<file path="config.mk">
export PLATFORM = sky130hd
export DESIGN_NAME = pipe_latch_chain
export DESIGN_NICKNAME = d
export VERILOG_FILES = /design/src/rtl/pipe_latch_chain.sv
export SDC_FILE = /design/constraint.sdc
export NUM_CORES = 1
export LEC_CHECK = 0
export BUFFER_PORTS_ARGS = -buffer_cell sky130_fd_sc_hd__buf_4
export CORE_AREA = 2 2 206 208
export DETAILED_ROUTE_END_ITERATION = 12
export DIE_AREA = 0 0 208 210
export GPL_ROUTABILITY_DRIVEN = 0
export MAX_ROUTING_LAYER = met4
export SLEW_MARGIN = 5
export SYNTH_ARGS = -nofsm -noshare
export SYNTH_HDL_FRONTEND = slang
export SYNTH_SLANG_ARGS = --single-unit
</file>
<file path="constraint.sdc">
create_clock -name clk -period 8 [get_ports clk]
set_input_delay 0 -clock clk [delete_from_list [all_inputs] [get_ports clk]]
set_output_delay 0 -clock clk [all_outputs]
set_load 0.005 [all_outputs]
</file>
<file path="src/rtl/pipe_latch_chain.sv">
// ============================================================================
// Module      : pipe_latch_chain
// Description : Parametrised pipeline-latch chain with per-stage valid bits,
//               stall propagation, bubble insertion, partial flush, and
//               debug cycle/retire counters.
// Revision    : 1.0 - initial release
// ============================================================================
`default_nettype none

module pipe_latch_chain #(
    parameter int NSTAGES = 5,
    parameter int WIDTH   = 64,
    parameter int DBITS   = 32,
    parameter int SW      = 3
) (
    input  logic                       clk,
    input  logic                       reset,
    input  logic                       in_valid,
    input  logic [WIDTH-1:0]           in_data,
    output logic                       in_ready,
    input  logic [NSTAGES-1:0]         stall_req,
    input  logic                       flush_valid,
    input  logic [SW-1:0]              flush_stage,
    output logic [NSTAGES-1:0]         stage_valid,
    output logic [NSTAGES*WIDTH-1:0]   stage_data,
    output logic                       out_valid,
    output logic [WIDTH-1:0]           out_data,
    output logic [DBITS-1:0]           cycle_count,
    output logic [DBITS-1:0]           retire_count
);

    localparam logic [SW-1:0] c_last_stage = SW'(NSTAGES - 1);

    logic [NSTAGES-1:0] w_hold;
    logic [NSTAGES-1:0] w_flush;
    logic [SW-1:0]      w_fs;
    logic               w_retire;

    logic [NSTAGES-1:0] r_valid;
    logic [WIDTH-1:0]   r_data [NSTAGES];
    logic [DBITS-1:0]   r_cycle_count;
    logic [DBITS-1:0]   r_retire_count;

    // A stall at stage k freezes every younger stage behind it.
    generate
        for (genvar k = 0; k < NSTAGES; k++) begin : g_hold
            if (k == NSTAGES - 1) begin : g_top
                assign w_hold[k] = stall_req[k];
            end else begin : g_rest
                assign w_hold[k] = stall_req[k] | w_hold[k+1];
            end
        end
    endgenerate

    assign w_fs = (flush_stage > c_last_stage) ? c_last_stage : flush_stage;

    generate
        for (genvar k = 0; k < NSTAGES; k++) begin : g_flush
            assign w_flush[k] = flush_valid && (SW'(k) <= w_fs);
        end
    endgenerate

    assign in_ready = !reset && !w_hold[0] && !flush_valid;

    generate
        for (genvar k = 0; k < NSTAGES; k++) begin : g_stage
            if (k == 0) begin : g_head
                always_ff @(posedge clk) begin
                    if (reset) begin
                        r_valid[k] <= 1'b0;
                        r_data[k]  <= '0;
                    end else if (w_flush[k]) begin
                        r_valid[k] <= 1'b0;
                    end else if (!w_hold[k]) begin
                        r_valid[k] <= in_valid;
                        r_data[k]  <= in_data;
                    end
                end
            end else begin : g_body
                always_ff @(posedge clk) begin
                    if (reset) begin
                        r_valid[k] <= 1'b0;
                        r_data[k]  <= '0;
                    end else if (w_flush[k]) begin
                        r_valid[k] <= 1'b0;
                    end else if (!w_hold[k]) begin
                        // Upstream frozen while this stage drains: insert a bubble.
                        if (w_hold[k-1]) begin
                            r_valid[k] <= 1'b0;
                        end else begin
                            r_valid[k] <= r_valid[k-1];
                            r_data[k]  <= r_data[k-1];
                        end
                    end
                end
            end
            assign stage_data[k*WIDTH +: WIDTH] = r_data[k];
        end
    endgenerate

    // Retire is judged on the pre-flush state of the last latch.
    assign w_retire = r_valid[NSTAGES-1] && !stall_req[NSTAGES-1];

    always_ff @(posedge clk) begin
        if (reset) begin
            r_cycle_count  <= '0;
            r_retire_count <= '0;
        end else begin
            r_cycle_count <= r_cycle_count + 1'b1;
            if (w_retire) begin
                r_retire_count <= r_retire_count + 1'b1;
            end
        end
    end

    assign stage_valid  = r_valid;
    assign out_valid    = r_valid[NSTAGES-1];
    assign out_data     = r_data[NSTAGES-1];
    assign cycle_count  = r_cycle_count;
    assign retire_count = r_retire_count;

endmodule

`default_nettype wire

</file>
==> impl_metrics.ini <==
[outcome]
status = completed

[timing]
slew_headroom_pct = 20.4
post-route-period-util_pct = 28.6
fin_worst_skew_ps = 8.03
drv_slew = 0
rsz0062_at_grt = false
hold_viol = 0
whs_ps = 265
min_period_ps = 2290
setup_violations = 0
finalSetupTns_ps = 0
tightest_slew_ps = 1190
fmax_mhz = 437

[layout]
multi_input_area_um2 = 3900
regArea_um2 = 11000
post-route-util_pct = 52.3
finalNetCount = 1747
drive_gt1_share_pct = 36.0
finalInstanceArea_um2 = 21700
num-fill-cells = 3584
syn_to_final_growth_pct = 39.4

[synthesis]
yosysMostFrequentCell = and2_1
synthCells = 1130
ys_seq_area_share_pct = 70.6
ys_seq_elements = 389
syn-cell-area_um2 = 15600
ys_warn_count = 0
synthesis.nets = 1208
async_flop_share_pct = 0
ys_types = 47
synthTopCellsByCount = 321 x and2_1, 320 x edfxtp_1, 69 x dfxtp_1, 65 x buf_4, 46 x clkbuf_1
ys.flop_type = edfxtp_1
synth.largest_area_cell = edfxtp_1
synth_area_leaders = edfxtp_1 62%, and2_1 13%, dfxtp_1 8.9%
synth-edff-count = 320
synth_top_area_share_pct = 61.7
syn_avg_cell_area_um2 = 13.8

[grt]
grt.overflow.total = 0
antenna_found_initial = 2
grt_max_degree = 77
track_usage_pct = 20.1
grt_first_pass_wirelength_mm = 64.6
grt_pass1_vias = 10500

[floorplan]
fp.coreArea_um2 = 41500
die_x_um = 208
dieArea_um2 = 43700
die_h_um = 210
start_util_pct = 37.5
io_pins = 531
placementRows = 75

[critical_path]
r2r_setup_slack_ps = 5790
cp.required_ps = 8000
cp-start-kind = input pin
ff2ff_path_depth = 5
arrival_ps = 2290
critical_path_class = input pin to output port
r2r_end = cycle_count[28]$_SDFF_PP0_
r2r_start = cycle_count[0]$_SDFF_PP0_
cp_max_fo = 31
cp-end-kind = output port

[cts]
clock_sink_count = 389
numCtsBuffers = 43
cts-hold-fix-buffers = 77
clk_pin_slew_worst_paths_ps = 60
h-tree-depth = 2
clockBufferDepth = 3
post_cts_resize_count = 0
clk_latency_ps = 550
post_cts_buffers = 0
cts_tree = yes
root_buffer = clkbuf_16

[detailed_routing]
vias_per_cell = 4.78
routed-via-count = 10700
drcViolationCount = 0
dr.first_iter.drc_count = 552
dr.pass1.iters = 5
drtAntennaViolNets = 0
wl_per_cell_um = 19.6
routed_wl_mm = 43.9

[job]
cap_violations = 0

[min_path]
whs_path_depth = 3
min_to = r_data[0][6]$_SDFFCE_PN0P_
min_from = in_data[6]
min_path_type = input pin to flop

[power]
p_per_area_nw_per_um2 = 207
ir_drop_uv = 138
p_leak_nw = 8.87

[placed_design]
post_dp_cell_area_um2 = 19600
dp_hpwl_mm = 31.6
port_buffers = 530
power by group:
part | internal [W] | switching, W
registers | 0.00227 | 0.0000510
clock network | 0.00107 | 0.000776
logic | 0.000170 | 0.000140
total | 0.00352 | 0.000967
final cells by class:
class,instances,share of cell area [%]
clock inverter,17,0.524
sequential,389,50.6
tap,539,3.11
timing repair buffer,615,22.2
multi-input combinational,615,18.0
antenna,2,0.0231
clock buffer,60,5.49
inverter,5,0.0865
cell usage in the layout (no fill, tap or decap), types with 3 or more instances in the layout:
cell / Yosys / layout
buf_4: 65 / 538
dlygate4sd3_1: 0 / 77
a21o_1: 4 / 3
nand3_1: 24 / 24
nor4_1: 4 / 4
nand2_1: 24 / 24
clkbuf_1: 46 / 14
dfxtp_1: 69 / 69
nand4_1: 13 / 13
or4_1: 32 / 32
clkbuf_16: 0 / 45
nor3_1: 8 / 5
o21ai_0: 15 / 15
and3_1: 6 / 6
nor2_1: 26 / 26
or4_4: 3 / 3
xnor2_1: 11 / 11
xor2_1: 10 / 10
or3_1: 11 / 11
clkinv_2: 0 / 8
nor2b_1: 4 / 3
clkinv_1: 0 / 5
edfxtp_1: 320 / 320
a21oi_1: 42 / 42
o31ai_1: 27 / 27
inv_1: 5 / 5
and2_1: 321 / 321
and4_1: 4 / 4
nor3_2: 1 / 3
worst max-delay path, stage by stage:
cell	delay [ps]
dlygate4sd3_1	540
buf_4	180
nor4_2	460
nand2b_1	310
nor3_2	280
buf_4	330
buf_4	180
cells by family (layout without fill, tap and decap cells):
logic type,Yosys count,after routing,share of synthesized area (%)
AOI/OAI and AO/OA,94,94,3.64
xor gates and xnor gates,21,21,1.18
adders and majority gates,2,2,0.161
buffers and inverters,126,697,4.73
DFF,389,389,70.6
muxes,3,3,0.201
other,0,2,0
and+or+nand+nor,495,495,19.5
sequential cells by signal, summed over array words and instances (netlist names):
register and flops:
out_valid 1, retire_count 32, cycle_count 32, r_data 320, stage_valid 4
metal layers:
| metal | part of all wire (%) | track usage [%] | up-vias |
|---|---|---|---|
| met5 | 0 | - | - |
| met4 | 2.9 | 7.58 | 0 |
| met3 | 6.3 | 4.62 | 80 |
| met2 | 51 | 33.8 | 388 |
| met1 | 40 | 23.6 | 5208 |
| li1 | - | - | 5040 |
worst max-delay path by stage:
| stage | start | end | slack, ps | cells past startpoint |
|---|---|---|---|---|
| 2_1_floorplan | stall_req[4] | r_data[1][0]$_SDFFCE_PN0P_ | 3980 | 3 |
| 3_3_place_gp | stall_req[4] | r_data[1][56]$_SDFFCE_PN0P_ | 5830 | 5 |
| 3_5_place_dp | stall_req[4] | r_data[1][56]$_SDFFCE_PN0P_ | 5740 | 5 |
| 4_1_cts | stall_req[4] | in_ready | 5690 | 7 |
| 5_1_grt | stall_req[4] | in_ready | 5540 | 7 |
| 6_report | stall_req[4] | in_ready | 5710 | 7 |
through the flow:
| stage | instances | power [W] | setup WS [ps] |
|---|---|---|---|
| finish | 2242 | 0.00448 | 5710 |
| global route | 2242 | 0.00463 | 5540 |
| CTS | 2240 | 0.00454 | 5690 |
| detailed placement | 2086 | 0.00266 | 5740 |
| global placement | 2086 | 0.00265 | 5830 |
| floorplan | 1130 | 0.00244 | 3980 |
No activity file was read; power rests on OpenSTA's default activity.
